$ cat config.mk
export PLATFORM = sky130hd
export DESIGN_NAME = ham_8_4_scrub_ctrl
export DESIGN_NICKNAME = d
export VERILOG_FILES = /design/src/rtl/ham_8_4_scrub_ctrl.sv
export SDC_FILE = /design/constraint.sdc
export NUM_CORES = 1
export LEC_CHECK = 0
export CORE_ASPECT_RATIO = 1.25
export CORE_UTILIZATION = 50
export DETAILED_ROUTE_END_ITERATION = 10
export PLACE_DENSITY = 0.86
export SETUP_SLACK_MARGIN = 0.05
export SLEW_MARGIN = 40
export SYNTH_ARGS = -nofsm -noshare
export SYNTH_HDL_FRONTEND = slang
export SYNTH_SLANG_ARGS = --single-unit
export TNS_END_PERCENT = 50
$ cat constraint.sdc
create_clock -name clk -period 3.71 [get_ports clk]
set_clock_uncertainty 0.1 [all_clocks]
set_input_delay 1.113 -clock clk [delete_from_list [all_inputs] [get_ports clk]]
set_output_delay 1.113 -clock clk [all_outputs]
set_load 0.1 [all_outputs]
$ cat src/rtl/ham_8_4_scrub_ctrl.sv
// ham_8_4_scrub_ctrl
//   Sequences an external combinational SECDED Hamming(8,4) decoder/encoder
//   pair over a 4-bit-data / 8-bit-codeword SRAM. Host reads are arbitrated
//   against a periodic background scrubber. Corrected words can be written
//   back, and corrected/uncorrectable error counts are kept.
//
//   Build option: define HAM_SCRUB_WRITEBACK_EN to enable the writeback
//   state (WB). Without it, corrected words are reported and counted but
//   never rewritten, and mem_we is tied low.
//
// Ports
//   clk, rst       clock (rising edge) and synchronous active-high reset
//   host_req       host read request, held until host_gnt
//   host_addr      host read address, sampled on host_gnt
//   host_gnt       grant (combinational, IDLE and host wins arbitration)
//   host_rvalid    one-cycle pulse with host_rdata / host_rerr
//   host_rdata     corrected data
//   host_rerr      decoder status: 0 clean, 1 corrected, 2/3 uncorrectable
//   mem_en/we      SRAM strobe / write enable; read data one cycle later
//   mem_addr       SRAM address
//   mem_wdata      SRAM write codeword (encoder output)
//   mem_rdata      SRAM read codeword
//   dec_code       registered codeword driven to the decoder
//   dec_data/err   decoder outputs
//   enc_data       encoder input (decoder corrected data)
//   enc_code       encoder output
//   ce_cnt/ue_cnt  saturating corrected / uncorrectable counts
//   scrub_addr     next address the scrubber will visit
//   busy           FSM not in IDLE
module ham_8_4_scrub_ctrl #(
  parameter int ADDR_W         = 8,
  parameter int DEPTH          = 256,
  parameter int SCRUB_INTERVAL = 1024
) (
  input  logic              clk,
  input  logic              rst,
  input  logic              host_req,
  input  logic [ADDR_W-1:0] host_addr,
  output logic              host_gnt,
  output logic              host_rvalid,
  output logic [3:0]        host_rdata,
  output logic [1:0]        host_rerr,
  output logic              mem_en,
  output logic              mem_we,
  output logic [ADDR_W-1:0] mem_addr,
  output logic [7:0]        mem_wdata,
  input  logic [7:0]        mem_rdata,
  output logic [7:0]        dec_code,
  input  logic [3:0]        dec_data,
  input  logic [1:0]        dec_err,
  output logic [3:0]        enc_data,
  input  logic [7:0]        enc_code,
  output logic [15:0]       ce_cnt,
  output logic [15:0]       ue_cnt,
  output logic [ADDR_W-1:0] scrub_addr,
  output logic              busy
);

  localparam int TMR_W = $clog2(SCRUB_INTERVAL);
  localparam logic [TMR_W-1:0]  TMR_RELOAD = TMR_W'(SCRUB_INTERVAL - 1);
  localparam logic [ADDR_W-1:0] LAST_ADDR  = ADDR_W'(DEPTH - 1);

  localparam logic [2:0] S_IDLE = 3'd0;
  localparam logic [2:0] S_RD   = 3'd1;
  localparam logic [2:0] S_WAIT = 3'd2;
  localparam logic [2:0] S_CHK  = 3'd3;
  localparam logic [2:0] S_WB   = 3'd4;

  logic [2:0]        state;
  logic              op_host;
  logic [ADDR_W-1:0] op_addr;
  logic [TMR_W-1:0]  tmr;
  logic              scrub_pend;
  logic              last_host;

  logic idle, host_win, scrub_go, tmr_exp;
  logic err_fix, err_ue, do_wb, scrub_end;

  assign idle     = (state == S_IDLE);
  // A pending scrub that already lost to the host once wins the next slot.
  assign host_win = host_req && !(scrub_pend && last_host);
  assign host_gnt = idle && host_win;
  assign scrub_go = idle && !host_win && scrub_pend;
  assign tmr_exp  = (tmr == '0);

  assign err_fix = (dec_err == 2'd1);
  assign err_ue  = dec_err[1];

`ifdef HAM_SCRUB_WRITEBACK_EN
  assign do_wb  = err_fix;
  assign mem_we = (state == S_WB);
`else
  assign do_wb  = 1'b0;
  assign mem_we = 1'b0;
`endif

  // Scrub op finishes either straight out of CHK or after its writeback.
  assign scrub_end = !op_host && ((state == S_CHK && !do_wb) || state == S_WB);

  assign busy        = !idle;
  assign host_rvalid = (state == S_CHK) && op_host;
  assign host_rdata  = host_rvalid ? dec_data : 4'h0;
  assign host_rerr   = host_rvalid ? dec_err  : 2'd0;

  assign mem_en    = (state == S_RD) || (state == S_WB);
  assign mem_addr  = mem_en ? op_addr : '0;
  // dec_code still holds the faulty word in WB, so the encoder sees the
  // corrected data there without any extra capture register.
  assign enc_data  = dec_data;
  assign mem_wdata = enc_code;

  // Scrub request timer; an expiry in the same cycle as a scrub start
  // wins over the clear so that request is not lost.
  always_ff @(posedge clk) begin
    if (rst) begin
      tmr        <= TMR_RELOAD;
      scrub_pend <= 1'b0;
    end else begin
      tmr <= tmr_exp ? TMR_RELOAD : tmr - 1'b1;
      if (tmr_exp)       scrub_pend <= 1'b1;
      else if (scrub_go) scrub_pend <= 1'b0;
    end
  end

  // Main sequencer
  always_ff @(posedge clk) begin
    if (rst) begin
      state     <= S_IDLE;
      op_host   <= 1'b0;
      op_addr   <= '0;
      last_host <= 1'b0;
      dec_code  <= 8'h00;
    end else begin
      case (state)
        S_IDLE: begin
          if (host_gnt) begin
            state     <= S_RD;
            op_host   <= 1'b1;
            op_addr   <= host_addr;
            last_host <= 1'b1;
          end else if (scrub_go) begin
            state     <= S_RD;
            op_host   <= 1'b0;
            op_addr   <= scrub_addr;
            last_host <= 1'b0;
          end
        end
        S_RD:   state <= S_WAIT;
        S_WAIT: begin
          dec_code <= mem_rdata;
          state    <= S_CHK;
        end
        S_CHK:  state <= do_wb ? S_WB : S_IDLE;
        S_WB:   state <= S_IDLE;
        default: state <= S_IDLE;
      endcase
    end
  end

  // Error statistics, saturating
  always_ff @(posedge clk) begin
    if (rst) begin
      ce_cnt <= 16'h0000;
      ue_cnt <= 16'h0000;
    end else if (state == S_CHK) begin
      if (err_fix && ce_cnt != 16'hFFFF) ce_cnt <= ce_cnt + 16'h0001;
      if (err_ue  && ue_cnt != 16'hFFFF) ue_cnt <= ue_cnt + 16'h0001;
    end
  end

  // Scrub pointer advances only when a scrub op completes
  always_ff @(posedge clk) begin
    if (rst) begin
      scrub_addr <= '0;
    end else if (scrub_end) begin
      scrub_addr <= (scrub_addr == LAST_ADDR) ? '0 : scrub_addr + 1'b1;
    end
  end

endmodule

# Yosys cells after proc, flatten, opt, wreduce, memory -nomap -nowiden
# Index checks and enable logic that the tools add are counted.
# word_totals
in_bits,33
elab_cells,57
output_inout_bits,79
regBits,71
# op_classes
n_mux,12
n_eq_ne,9
n_reduce_logical,23
n_addsub,4
# op_table
cell,count
adder 16 x 1 -> 16 bit (second input constant),2
2-to-1 mux 8 bit,4
!= test 16 bit (second input constant),2
logical NOT 10 bit,1
subtractor 10 x 1 -> 10 bit (second input constant),1
logical AND 1 bit,9
one-hot mux 3 bit (3 select lines),1
adder 8 x 1 -> 8 bit (second input constant),1
== test 8 bit (second input constant),1
== test 3 x 2 -> 1 bit (second input constant),2
2-to-1 mux 3 bit,2
AND reduction 2 bit,3
logical NOT 1 bit,4
2-to-1 mux 4 bit,1
nonzero test 2 bit,2
== test 3 x 1 -> 1 bit (second input constant),1
== test 3 bit (second input constant),1
logical NOT 3 bit,1
2-to-1 mux 1 bit,3
!= test 3 x 2 -> 1 bit (second input constant),1
== test 2 x 1 -> 1 bit (second input constant),1
logical OR 1 bit,2
2-to-1 mux 2 bit,1
OR reduction 2 bit,1

# Depth between registers and ports, before layout
# Gate-level depths: netlist of the first run.
# logic_depth
depth_word,9
ltp_mapped,7
depth_no_buf,7

# Worst setup path before layout of the first run
# OpenSTA, ideal clock, no wires.
# synth_path
kind,input-to-output
start,in host_req
end,out host_gnt
arrival_ns,2.229
stages,2
path_slack_ns,0.268
n_path_buf,0
t_required_ns,2.497
path_cell_list,nand2_1 > nor2_2
# synth_via
elab_chain_cells,2
# synth_rtl
element,line,source
start: declaration,37,"input logic host_req,"
logical AND 1 bit,81,assign host_win = host_req && !(scrub_pend && last_host);
logical AND 1 bit,82,assign host_gnt = idle && host_win;
end: declaration,39,"output logic host_gnt,"
# Every way passes these cells.

# Worst setup path after layout of the first run
# Ends and elaborated chain as after synthesis.

==> impl_metrics.env, run 1 <==
export IMPL_clockBufferDepth=2
export IMPL_stdcell_area_mm2=0.00445
export IMPL_drc=0
export IMPL_grt_max_degree=44
export IMPL_async_flop_share_pct=0
export IMPL_worst_path_max_fanout=4
export IMPL_netlist_area_mm2=0.00339
export IMPL_cts_sinks=70
export IMPL_synth_seq_cells=70
export IMPL_core_mm2=0.00657
export IMPL_syn_inst=389
export IMPL_synth_compound_area_share_pct=9.04
export IMPL_cts_hold_buf=0
export IMPL_drt_iter0_drc=166
export IMPL_powerDensity_mw_per_mm2=381
export IMPL_area_growth_pct=31.4
export IMPL_fmax_mhz=300
export IMPL_status="finished, final reports clean"
export IMPL_yosysTopAreaCellShare_pct=41.3
export IMPL_cp_start_kind="input port"
export IMPL_cts_inserted_buffers=9
export IMPL_antenna_found_initial=0
export IMPL_synth_top_family_by_area="simple AND/OR/NAND/NOR gates"
export IMPL_die_h_um=94.1
export IMPL_cts_resized=0
export IMPL_hold_class="reg -> reg"
export IMPL_yosysWarnings=0
export IMPL_layout_drive_gt1_share_pct=22.3
export IMPL_critPathRequiredTime_ns=2.50
export IMPL_hold_slack_ns=0.322
export IMPL_grt_overflow=0
export IMPL_swShare_pct=30.8
export IMPL_arrival_ns=2.12
export IMPL_drv_slew=0
export IMPL_fin_crit_sh_pct=89.8
export IMPL_path_class="in -> out"
export IMPL_setup_tns_ns=0
export IMPL_via_count=2994
export IMPL_io_pins=112
export IMPL_track_usage_pct=22.2
export IMPL_dieArea_mm2=0.00711
export IMPL_synth_flop_cell="dfxtp_1"
export IMPL_routed_wl_mm=7.60
export IMPL_cts_setup_buffers=0
export IMPL_dr_pass1_iters=4
export IMPL_comb_power_share_pct=18.8
export IMPL_grt_pass1_vias=2715
export IMPL_clk_root_buffer_cell="clkbuf_8"
export IMPL_synthTopCellsByArea="dfxtp_1 41%, nor2_1 6.6%, xnor2_1 4.9%"
export IMPL_ant_nets=0
export IMPL_gp_congestion=0.832
export IMPL_maxSlewHeadroom_pct=48.3
export IMPL_finalHoldViolCount=0
export IMPL_post_synth_and_or_nand_nor_area_fraction_pct=27.2
export IMPL_synthXorXnorAreaFrac_pct=9.04
export IMPL_htree_num_levels=3
export IMPL_tightest_slew_ns=0.776
export IMPL_place_area_mm2=0.00426
export IMPL_utilization_pct=67.8
export IMPL_yosysMostFrequentCell="dfxtp_1"
export IMPL_irDropWorstVdd_mv=0.245
export IMPL_p_int_w=0.00117
export IMPL_portBuffers=94
export IMPL_cts_tree="built"
export IMPL_fillers=519
export IMPL_p_leak_nw=1.75
export IMPL_grt_pass1_wl_mm=12.1
export IMPL_n_antenna_cell=0
export IMPL_insertion_delay_ns=0.34
export IMPL_synth_distinct_cells=54
export IMPL_synth_edf_count=0
export IMPL_die_x_um=75.6
export IMPL_place_hpwl_mm=5.57
export IMPL_nets=513
export IMPL_rsz0062_at_grt="no"
export IMPL_clkPwrFrac_pct=34.7
export IMPL_avgSynthCellArea_um2=8.71
export IMPL_rows=33
export IMPL_syn_nets=431
export IMPL_yosys_area_share_adder_pct=3.32
export IMPL_critPathCaptureType="output port"
export IMPL_avgRoutedWirePerCell_um=13.5
export IMPL_path_clk_slew_ns=0.07
export IMPL_vias_per_cell=5.32
export IMPL_setup_viol=0
export IMPL_synthTopCellsByCount="70 x dfxtp_1, 60 x nor2_1, 34 x nand2_1, 19 x xnor2_1"
export IMPL_start_util_pct=51.6
export IMPL_seq_power_share_pct=46.6
export IMPL_synth_area_mux_share_pct=4.50
export IMPL_synth_top_cell_by_area="dfxtp_1"
export IMPL_seq_area_frac_synth_pct=41.3
export IMPL_maxCapViolCount=0
export IMPL_power_switching_w=0.000523
export IMPL_period_needed_ns=3.33
## logic make-up after synthesis
family	after synthesis
AOI/OAI and AO/OA	46
and+or+nand+nor	179
other	1
DFF	70
adders and majority gates	9
buffers and inverters	34
muxes	15
xor gates and xnor gates	35
## cells in the final DEF, fill, tap and decap left out, drive strengths merged, types with 3 or more instances in the layout
cell type	synthesis	layout
clkinv	0	4
buf	15	74
nand4	8	8
nand3	16	16
or3	6	6
and4	6	6
ha	9	9
o21ai	11	11
a21oi	16	16
nor4	3	3
xor2	16	16
or2	4	4
clkdlybuf4s50	0	23
xnor2	19	19
mux2i	13	13
and2	9	9
nor3	13	13
o221ai	8	8
dfxtp	70	70
inv	8	8
clkbuf	11	9
and3	7	7
nand2	34	34
nor2	61	61
## stage by stage
step	worst slack, ns	total power (W)	std cells
after detailed placement	0.378	0.00113	547
after floorplan	0.268	0.00108	389
final	0.377	0.00170	563
after global routing	0.323	0.00176	563
after global placement	0.379	0.00112	547
after CTS	0.368	0.00171	563
## worst max-delay path, stage by stage
cell             delay [ns]
clkdlybuf4s50_1        0.52
nand2_1                0.10
nor2_2                 0.18
buf_12                 0.20
## per-layer routing
layer  part of all wire [%]  global-route usage, %  vias to the layer above
met3                    3.1                   3.86                       17
met5                      0                      0                        -
met2                     52                   38.4                       70
met4                    2.6                   12.2                        0
met1                     42                   25.3                     1409
li1                       -                      -                     1498
## power by group through the flow
stage	Clock [W]	Sequential, W	Combinational, W
2_1_floorplan	0	0.000853	0.000223
3_3_place_gp	0	0.000806	0.000316
3_5_place_dp	0	0.000807	0.000320
4_1_cts	0.000603	0.000790	0.000321
5_1_grt	0.000632	0.000793	0.000337
6_report	0.000588	0.000790	0.000319
## area by class of cell
type / instances / area, µm² / area share, %
clock buffers: 9 / 124 / 2.78
repair buffers: 97 / 921 / 20.7
clock inverters: 7 / 65.1 / 1.46
inverters: 8 / 30.0 / 0.674
well taps: 87 / 109 / 2.44
multi-input cells: 285 / 1800 / 40.5
flip-flops and latches: 70 / 1400 / 31.5
## path summary, 6_finish.rpt
path	start	to	slack [ns]	depth (start not counted)
worst max-delay path	host_req	host_gnt	0.38	4
worst min register to register	tmr[0]	tmr[0]	0.32	1
worst max register to register	state[1]	ce_cnt[12]	1.44	6
worst min-delay path	tmr[0]	tmr[0]	0.32	1
## state kept, by name, summed over array words and instances (netlist names)
name / flops
state: 2
op_addr: 8
scrub_addr: 8
dec_code: 8
ce_cnt: 16
last_host: 1
tmr: 10
scrub_pend: 1
ue_cnt: 16
(Power assumes the default switching activity.)
==> run 2, diff against run 1 <==
--- a/config.mk
+++ b/config.mk
@@ -5,7 +5,7 @@
 export SDC_FILE = /design/constraint.sdc
 export NUM_CORES = 1
 export LEC_CHECK = 0
-export CORE_ASPECT_RATIO = 1.25
+export CORE_ASPECT_RATIO = 0.6
 export CORE_UTILIZATION = 50
 export DETAILED_ROUTE_END_ITERATION = 10
 export PLACE_DENSITY = 0.86
==> run 2 against run 1 <==
  * First-iteration DRC count grew 19%
  * Via count grew 0.73%
  * Sequential share of layout area down 0.67 points
  * Die area rose by 0.12%
  * Critical path type unchanged
  * Highest routed layer unchanged
==> impl_metrics.env, run 2 (synthesis gave the netlist of run 1 again) <==
export IMPL_die_h_um=65.8
export IMPL_cp_num_cells=4
export IMPL_layout_common_cells="70 x dfxtp_1, 63 x buf_4, 60 x nor2_1"
export IMPL_insertion_delay_ns=0.34
export IMPL_crit_path_end="host_gnt"
export IMPL_track_usage_pct=24.3
export IMPL_drt_iter0_drc=197
export IMPL_fmax_mhz=292
export IMPL_n_antenna_cell=0
export IMPL_path_clk_slew_ns=0.05
export IMPL_hold_class="reg -> reg"
export IMPL_io_pins=112
export IMPL_irDropWorstVdd_mv=0.289
export IMPL_cts_resized=0
export IMPL_fin_crit_sh_pct=92.4
export IMPL_cts_hold_buf=0
export IMPL_avgRoutedWirePerCell_um=14.7
export IMPL_cp_top_family="buffers and inverters"
export IMPL_setup_viol=0
export IMPL_vias_per_cell=5.39
export IMPL_dieArea_mm2=0.00712
export IMPL_critPathCaptureType="output port"
export IMPL_r2r_start="state[0]"
export IMPL_arrival_ns=2.22
export IMPL_worst_path_max_fanout=5
export IMPL_fillers=490
export IMPL_grt_max_degree=50
export IMPL_critPathRequiredTime_ns=2.50
export IMPL_cts_inserted_buffers=9
export IMPL_largest_registers="ce_cnt x16, ue_cnt x16, tmr x10"
export IMPL_nets=513
export IMPL_grt_pass1_vias=2747
export IMPL_cts_sinks=70
export IMPL_via_count=3016
export IMPL_maxSlewHeadroom_pct=44.0
export IMPL_reg2reg_slack_ns=1.53
export IMPL_period_needed_ns=3.43
export IMPL_start_util_pct=53.5
export IMPL_portBuffers=94
export IMPL_core_mm2=0.00633
export IMPL_clk_root_buffer_cell="clkbuf_16"
export IMPL_setup_tns_ns=0
export IMPL_reg2reg_depth=6
export IMPL_rsz0062_at_grt="no"
export IMPL_crit_path_max_incr_delay_ns=0.52
export IMPL_r2r_end="ue_cnt[5]"
export IMPL_p_leak_nw=1.80
export IMPL_path_class="in -> out"
export IMPL_gp_congestion=0.864
export IMPL_rows=22
export IMPL_htree_num_levels=3
export IMPL_clockBufferDepth=2
export IMPL_cts_tree="built"
export IMPL_drc=0
export IMPL_powerDensity_mw_per_mm2=424
export IMPL_dr_pass1_iters=4
export IMPL_drv_slew=0
export IMPL_maxCapViolCount=0
export IMPL_status="finished, final reports clean"
export IMPL_grt_pass1_wl_mm=13.2
export IMPL_area_growth_pct=34.3
export IMPL_place_hpwl_mm=6.07
export IMPL_cts_setup_buffers=0
export IMPL_final_common_cell="dfxtp_1"
export IMPL_critPathSlowestCell="clkdlybuf4s50_1"
export IMPL_worst_path_buf_inv=2
export IMPL_cp_start_kind="input port"
export IMPL_path_cells="clkdlybuf4s50_1 -> nand2_1 -> nor2_2 -> buf_12"
export IMPL_worstSetupStartpoint="host_req"
export IMPL_antenna_found_initial=0
export IMPL_ant_nets=0
export IMPL_finalHoldViolCount=0
export IMPL_grt_overflow=0
export IMPL_utilization_pct=71.9
export IMPL_layout_drive_gt1_share_pct=22.1
export IMPL_routed_wl_mm=8.25
export IMPL_tightest_slew_ns=0.833
export IMPL_die_x_um=108
-- run 2: layout make-up --
class | count | area (µm²) | share of cell area [%]
sequential | 70 | 1400 | 30.8
timing repair buffer | 97 | 923 | 20.3
clock buffer | 13 | 270 | 5.94
clock inverter | 3 | 17.5 | 0.385
multi-input combinational | 285 | 1800 | 39.6
tap | 84 | 105 | 2.31
inverter | 8 | 30.0 | 0.660
-- run 2: worst min path at each step --
stage / start / end / slack [ns] / cells after the start
5_1_grt: tmr[0] / tmr[0] / 0.33 / 1
6_report: tmr[0] / tmr[0] / 0.31 / 1
3_3_place_gp: tmr[0] / tmr[0] / 0.29 / 1
3_5_place_dp: tmr[0] / tmr[0] / 0.30 / 1
4_1_cts: tmr[0] / tmr[0] / 0.32 / 1
2_1_floorplan: tmr[0] / tmr[0] / 0.28 / 1
-- run 2: power by group --
part / total (W) / switching (W) / internal [W]
clock: 0.000814 / 0.000310 / 0.000504
combinational: 0.000322 / 0.000225 / 0.0000969
sequential: 0.000792 / 0.0000179 / 0.000774
-- run 2: metal layers --
layer  GRT usage [%]  share of wire [%]
met5               0                  0
met4            7.77               0.85
met3            8.18                7.9
met2            35.7                 44
met1            33.4                 48
-- run 2: metrics by stage --
stage               instances  power (W)  instance area (µm²)  hold WS (ns)  setup slack, ns
finish                    560    0.00193                 4550         0.311            0.282
CTS                       560    0.00194                 4550         0.316            0.297
detailed placement        544    0.00113                 4260         0.304            0.297
global placement          544    0.00112                 4260         0.291            0.297
global route              560    0.00200                 4550         0.331            0.214
floorplan                 389    0.00108                 3390         0.279            0.268
-- run 2: worst register-to-register path, stage by stage (launching register included) --
cell	delay [ns]
dfxtp_1	0.40
ha_1	0.43
nand2_1	0.14
or2_0	0.37
a21oi_2	0.24
nand3_1	0.11
mux2_2	0.28
